$ cat config.mk
export PLATFORM = sky130hd
export DESIGN_NAME = pool2x2_relu_flat
export DESIGN_NICKNAME = d
export VERILOG_FILES = /design/src/rtl/pool2x2_relu_if.sv /design/src/rtl/pool2x2_relu.sv /design/src/flat_wrapper.sv
export SDC_FILE = /design/constraint.sdc
export NUM_CORES = 1
export LEC_CHECK = 0
export ABC_AREA = 1
export CAP_MARGIN = 25
export CORE_MARGIN = 1
export CORE_UTILIZATION = 30
export DETAILED_ROUTE_END_ITERATION = 7
export DONT_BUFFER_PORTS = 1
export GPL_TIMING_DRIVEN = 0
export PLACE_DENSITY = 0.54
export RECOVER_POWER = 100
export SYNTH_ARGS = -nofsm -noshare
export SYNTH_HDL_FRONTEND = slang
export SYNTH_SLANG_ARGS = --single-unit
export TNS_END_PERCENT = 50
$ cat constraint.sdc
create_clock -name clk -period 2.06 [get_ports clk]
set_clock_uncertainty 0.1 [all_clocks]
set_input_delay 0.412 -clock clk [delete_from_list [all_inputs] [get_ports clk]]
set_output_delay 0.412 -clock clk [all_outputs]
set_load 0.01 [all_outputs]
$ cat src/rtl/pool2x2_relu_if.sv
// Row-stream interface for pool2x2_relu: input row handshake, pooled output row
// handshake and the sticky odd_rows status flag.
interface pool2x2_relu_if #(
    parameter int LANES  = 16,
    parameter int DW     = 16,
    parameter int RCNT_W = 8
);
    logic                     in_valid;
    logic                     in_ready;
    logic [LANES*DW-1:0]      in_data;
    logic                     in_last;
    logic                     out_valid;
    logic                     out_ready;
    logic [(LANES/2)*DW-1:0]  out_data;
    logic                     out_last;
    logic [RCNT_W-1:0]        out_row_idx;
    logic                     odd_rows;

    // Producer/consumer side (drives input rows, accepts pooled rows)
    modport master (
        output in_valid, in_data, in_last, out_ready,
        input  in_ready, out_valid, out_data, out_last, out_row_idx, odd_rows
    );

    // Pooling stage side
    modport slave (
        input  in_valid, in_data, in_last, out_ready,
        output in_ready, out_valid, out_data, out_last, out_row_idx, odd_rows
    );
endinterface

$ cat src/rtl/pool2x2_relu.sv
// 2x2 max-pool of 16-lane conv rows into 8-lane pooled rows, one row pair per output.
// Optional ReLU on the pooled value is enabled by defining POOL_RELU_EN.
module pool2x2_relu #(
    parameter int LANES  = 16,
    parameter int DW     = 16,
    parameter int RCNT_W = 8
) (
    input  logic          clk,
    input  logic          rst_n,
    pool2x2_relu_if.slave bus
);
    localparam int OL = LANES / 2;

    typedef enum logic {
        EVEN = 1'b0,
        ODD  = 1'b1
    } state_t;

    state_t                  state_reg;
    state_t                  state_next;

    logic signed [DW-1:0]    h        [OL];
    logic signed [DW-1:0]    buf_reg  [OL];
    logic [OL*DW-1:0]        pooled_data;

    logic                    out_valid_reg;
    logic                    out_last_reg;
    logic [OL*DW-1:0]        out_data_reg;
    logic [RCNT_W-1:0]       row_idx_reg;
    logic                    odd_rows_reg;

    logic                    out_free;
    logic                    in_ready;
    logic                    accept;
    logic                    load;
    logic                    store;
    logic                    odd_set;

    // Per output lane: horizontal pair max, vertical max against the held row, optional clamp
    generate
        for (genvar gi = 0; gi < OL; gi++) begin : g_lane
            logic signed [DW-1:0] even_px;
            logic signed [DW-1:0] odd_px;
            logic signed [DW-1:0] pair_max;

            assign even_px  = bus.in_data[(2*gi)*DW +: DW];
            assign odd_px   = bus.in_data[(2*gi+1)*DW +: DW];
            assign h[gi]    = (odd_px > even_px) ? odd_px : even_px;
            assign pair_max = (state_reg == ODD && buf_reg[gi] > h[gi]) ? buf_reg[gi] : h[gi];
`ifdef POOL_RELU_EN
            assign pooled_data[gi*DW +: DW] = pair_max[DW-1] ? '0 : pair_max;
`else
            assign pooled_data[gi*DW +: DW] = pair_max;
`endif
        end
    endgenerate

    always_ff @(posedge clk or negedge rst_n) begin
        if (!rst_n) begin
            state_reg <= EVEN;
        end else begin
            state_reg <= state_next;
        end
    end

    // A last row arriving in EVEN produces output immediately, so it must wait for a free slot
    always_comb begin
        out_free   = !out_valid_reg || bus.out_ready;
        state_next = state_reg;
        in_ready   = 1'b0;
        accept     = 1'b0;
        load       = 1'b0;
        store      = 1'b0;
        odd_set    = 1'b0;
        case (state_reg)
            EVEN: begin
                in_ready = !bus.in_last || out_free;
                accept   = bus.in_valid && in_ready;
                if (accept) begin
                    if (bus.in_last) begin
                        load    = 1'b1;
                        odd_set = 1'b1;
                    end else begin
                        store      = 1'b1;
                        state_next = ODD;
                    end
                end
            end
            ODD: begin
                in_ready = out_free;
                accept   = bus.in_valid && in_ready;
                if (accept) begin
                    load       = 1'b1;
                    state_next = EVEN;
                end
            end
            default: begin
                state_next = EVEN;
            end
        endcase
    end

    always_ff @(posedge clk or negedge rst_n) begin
        if (!rst_n) begin
            for (int j = 0; j < OL; j++) begin
                buf_reg[j] <= '0;
            end
        end else if (store) begin
            for (int j = 0; j < OL; j++) begin
                buf_reg[j] <= h[j];
            end
        end
    end

    always_ff @(posedge clk or negedge rst_n) begin
        if (!rst_n) begin
            out_valid_reg <= 1'b0;
            out_data_reg  <= '0;
            out_last_reg  <= 1'b0;
        end else if (load) begin
            out_valid_reg <= 1'b1;
            out_data_reg  <= pooled_data;
            out_last_reg  <= bus.in_last;
        end else if (bus.out_ready) begin
            out_valid_reg <= 1'b0;
        end
    end

    // Index advances on each drained row; a drained map-closing row restarts the count
    always_ff @(posedge clk or negedge rst_n) begin
        if (!rst_n) begin
            row_idx_reg <= '0;
        end else if (out_valid_reg && bus.out_ready) begin
            row_idx_reg <= out_last_reg ? '0 : row_idx_reg + 1'b1;
        end
    end

    always_ff @(posedge clk or negedge rst_n) begin
        if (!rst_n) begin
            odd_rows_reg <= 1'b0;
        end else if (odd_set) begin
            odd_rows_reg <= 1'b1;
        end
    end

    assign bus.in_ready    = in_ready;
    assign bus.out_valid   = out_valid_reg;
    assign bus.out_data    = out_data_reg;
    assign bus.out_last    = out_last_reg;
    assign bus.out_row_idx = row_idx_reg;
    assign bus.odd_rows    = odd_rows_reg;
endmodule

$ cat src/flat_wrapper.sv
// flat-port wrapper written by rule: the top's interface ports become plain ports
module pool2x2_relu_flat 
#(
    parameter int LANES  = 16,
    parameter int DW     = 16,
    parameter int RCNT_W = 8
)
  (clk, rst_n, bus_in_valid, bus_in_data, bus_in_last, bus_out_ready, bus_in_ready, bus_out_valid, bus_out_data, bus_out_last, bus_out_row_idx, bus_odd_rows);
  pool2x2_relu_if #(.LANES(LANES), .DW(DW), .RCNT_W(RCNT_W)) bus_i ();
  input  logic clk;
  input  logic rst_n;
  input wire logic [$bits(bus_i.in_valid)-1:0] bus_in_valid;
  input wire logic [$bits(bus_i.in_data)-1:0] bus_in_data;
  input wire logic [$bits(bus_i.in_last)-1:0] bus_in_last;
  input wire logic [$bits(bus_i.out_ready)-1:0] bus_out_ready;
  output wire logic [$bits(bus_i.in_ready)-1:0] bus_in_ready;
  output wire logic [$bits(bus_i.out_valid)-1:0] bus_out_valid;
  output wire logic [$bits(bus_i.out_data)-1:0] bus_out_data;
  output wire logic [$bits(bus_i.out_last)-1:0] bus_out_last;
  output wire logic [$bits(bus_i.out_row_idx)-1:0] bus_out_row_idx;
  output wire logic [$bits(bus_i.odd_rows)-1:0] bus_odd_rows;
  assign bus_i.in_valid = bus_in_valid;
  assign bus_i.in_data = bus_in_data;
  assign bus_i.in_last = bus_in_last;
  assign bus_i.out_ready = bus_out_ready;
  assign bus_in_ready = bus_i.in_ready;
  assign bus_out_valid = bus_i.out_valid;
  assign bus_out_data = bus_i.out_data;
  assign bus_out_last = bus_i.out_last;
  assign bus_out_row_idx = bus_i.out_row_idx;
  assign bus_odd_rows = bus_i.odd_rows;
  pool2x2_relu #(.LANES(LANES), .DW(DW), .RCNT_W(RCNT_W)) u_core (.clk(clk), .rst_n(rst_n), .bus(bus_i));
endmodule
==> flow_summary_export.csv <==
group,metric,value,unit
floorplan,die_y,277.7,um
layout,fillers,7185,
layout,syn_to_final_growth,53.77,%
power_and_ir_drop,power.share.clock,21.5,%
logic_synthesis,synth_edf_count,0,
worst_setup_path,worstSetupStartpointType,"input port",
route,drc_errors,0,
route,drt_pass1_iterations,6,
placed_design,gp_congestion,0.8548,
worst_setup_path,worstSetupPathType,"in -> reg",
timing,slew_violations,0,
timing,slew_headroom,38.87,%
hold_path,hold_class,"in -> async",
power_and_ir_drop,pwr-share-comb,50.5,%
timing,fmax,320.6,MHz
route,drtIter0Drc,1268,
grt,grt_overflow,0,
worst_setup_path,arrival,3480,ps
clocking,cts-htree-levels,2,
grt,grt_pass1_vias,24170,
outcome,status,"finished with violations",
worst_setup_path,cp.required,2420,ps
flow_run,drv_cap,0,
worst_setup_path,cp_max_fo,5,
timing,holdWs,-521.8,ps
timing,period_share,151.4,%
floorplan,initial_utilization,30.48,%
logic_synthesis,synth_top_area_share,29.41,%
floorplan,die-area,77120,um2
power_and_ir_drop,seqPwrFrac,28.0,%
timing,worst_slew_pin_slew,916.9,ps
timing,setup_viol,221,
placed_design,place_inst,4355,
clocking,root_buffer,"clkbuf_16",
route,vias,24000,
worst_setup_path,cp-end-kind,"flip-flop",
clocking,cts_tree,"done",
timing,hold_viol_final,312,
clocking,clkTransAtPathRegs,60,ps
floorplan,rows,100,
logic_synthesis,ys_seq_elements,268,
layout,instances_no_fill,4780,
floorplan,fp.coreArea,74820,um2
route,drtAntennaViolNets,0,
logic_synthesis,syn_area,22800,um2
power_and_ir_drop,total_leakage_power,17.76,nW
layout,utilization,46.86,%
layout,finalNetCount,4296,
floorplan,pin_count,401,
power_and_ir_drop,p_sw,14.39,mW
logic_synthesis,ys.warnings.count,0,
route,via_per_inst,5.022,
timing,grt_setup_unrepaired,"yes",
logic_synthesis,synth.net_count,3903,
logic_synthesis,synthArstFlopShare,100.0,%
logic_synthesis,synthFlopType,"dfrtp_1",
power_and_ir_drop,internal_power,19.34,mW
placed_design,dpl.hpwl,60130,um
logic_synthesis,yosysMostFrequentCell,"nand2_1",
layout,drive_above_1_share,38.98,%
clocking,cts_buffers,39,
grt,antenna_found_initial,2,
timing,period_needed,3119,ps
clocking,clkSinkCount,268,
logic_synthesis,synth_cell_types,37,
logic_synthesis,syn_inst,3385,
placed_design,portBuffers,0,
route,routedWlPerCell,18.66,um
route,routed_wirelength,89180,um
logic_synthesis,netlist_top_cells_count,"nand2_1 (1190), inv_1 (599), dfrtp_1 (268)",
logic_synthesis,synth_area_leaders,"dfrtp_1 (29%), nand2_1 (20%), ha_1 (14%)",
clocking,clk_path_buf_depth,3,
floorplan,fp.dieW,277.7,um
grt,grt_usage,22.30,%
outcome,violations,"hold timing, setup timing",
power_and_ir_drop,p_sw_share,42.67,%
logic_synthesis,yosysTopAreaCell,"dfrtp_1",
clocking,clk_latency,570,ps
grt,grt_pass1_wl,136200,um
grt,grt_max_degree,269,
power_and_ir_drop,vdd_drop_max,648.0,uV
power_and_ir_drop,power_density,961.8,nW/um2
logic_synthesis,syn_avg_cell_area,6.737,um2
timing,setup_slack,-1059,ps
logic_synthesis,ys_seq_area_share,29.41,%
power groups by stage:
stage | sequential, mW | clock, mW | combinational (mW)
after detailed placement | 9.29 | 0 | 10.9
after global routing | 9.63 | 7.64 | 18.8
after CTS | 9.35 | 7.48 | 15.1
after floorplan | 8.63 | 0 | 8.63
final | 9.43 | 7.27 | 17.0
after global placement | 9.30 | 0 | 10.8
cells by family after synthesis:
group	count (synthesis)	share of synthesized area, %
simple gates	1837	36.41
buf+inv	738	12.85
compound gates	285	7.226
flops	268	29.41
fa+ha+maj	257	14.10
through the flow:
step / setup WS (ps) / power, mW / TNS [ps] / area [um2]
after floorplan: -1266 / 17.26 / -140420 / 24340
after detailed placement: -1949 / 20.23 / -249400 / 25570
after global placement: -1932 / 20.10 / -244640 / 25560
after global routing: -1225 / 36.04 / -168520 / 35050
after CTS: -987.6 / 31.91 / -129820 / 33010
final: -1059 / 33.72 / -131020 / 35060
routing by layer:
layer	track usage (%)	part of all wire, %	vias up
met5	0	0.019	-
met4	8.075	3.5	2
met3	4.506	5.7	165
met2	37.24	48	578
met1	28.30	43	11520
li1	-	-	11740
cell type report:
| type | count | area, um2 | share of cell area (%) |
|---|---|---|---|
| Antenna cell | 4 | 10.01 | 0.02855 |
| Buffer | 137 | 1197 | 3.415 |
| Clock buffer | 55 | 1159 | 3.304 |
| Clock inverter | 15 | 193.9 | 0.5531 |
| Inverter | 601 | 2500 | 7.130 |
| Multi-Input combinational cell | 2379 | 18600 | 53.05 |
| Sequential cell | 268 | 6706 | 19.13 |
| Tap cell | 969 | 1212 | 3.458 |
| Timing Repair Buffer | 352 | 3482 | 9.931 |
critical path, stage by stage:
cell and delay [ps]:
inv_6 20, ha_4 260, nand2_4 50, nor2_4 160, nand2_2 90, nor2_4 140
nand2_2 70, nand4_1 190, nand2_8 130, nand2_8 120, buf_16 150, nand2_4 60
and2_4 160, ha_4 280, nand2_4 60, nor4_4 310, nand2_2 130, nand2_2 90
nand2_4 90, nand3_4 140, buf_12 150, nand3_2 60, nand2_2 100, nand2_2 60
path summary, 6_finish.rpt:
| check | start | cells after the start | endpoint | slack, ps |
|---|---|---|---|---|
| max | bus_in_data[44] | 24 | u_core.bus.out_data[28] | -1060 |
| min | rst_n | 0 | u_core.bus.out_row_idx[6] | -520 |
| max reg2reg | u_core.bus.out_valid | 11 | u_core.bus.out_data[65] | -540 |
| min reg2reg | u_core.buf_reg[35] | 2 | u_core.buf_reg[35] | 420 |
| max in group asynchronous | rst_n | 0 | u_core.bus.out_data[54] | 1720 |
| min in group clk | bus_in_data[37] | 2 | u_core.buf_reg[101] | -90 |
cells in the final DEF (no fill, tap or decap), types with 79 or more instances in the layout:
| master | synthesis | final |
|---|---|---|
| nand3_2 | 28 | 139 |
| buf_6 | 7 | 97 |
| o21ai_0 | 86 | 79 |
| nand2_2 | 17 | 251 |
| inv_2 | 2 | 111 |
| inv_1 | 599 | 448 |
| nand2_1 | 1190 | 852 |
| dfrtp_1 | 268 | 268 |
| nand2_4 | 15 | 114 |
| buf_4 | 8 | 180 |
| dlygate4sd3_1 | 0 | 80 |
| ha_1 | 257 | 90 |
| nand4_1 | 265 | 265 |
| ha_4 | 0 | 164 |
repair_timing:
item,CTS,global route
pin swaps,438,367
setup buffers,205,38
gates resized for setup,792,429
endpoints found under the hold margin,436,322
endpoints found under the setup margin,225,240
cloned,37,6
hold buffers,76,4
Power figures use the tool's default switching activity.
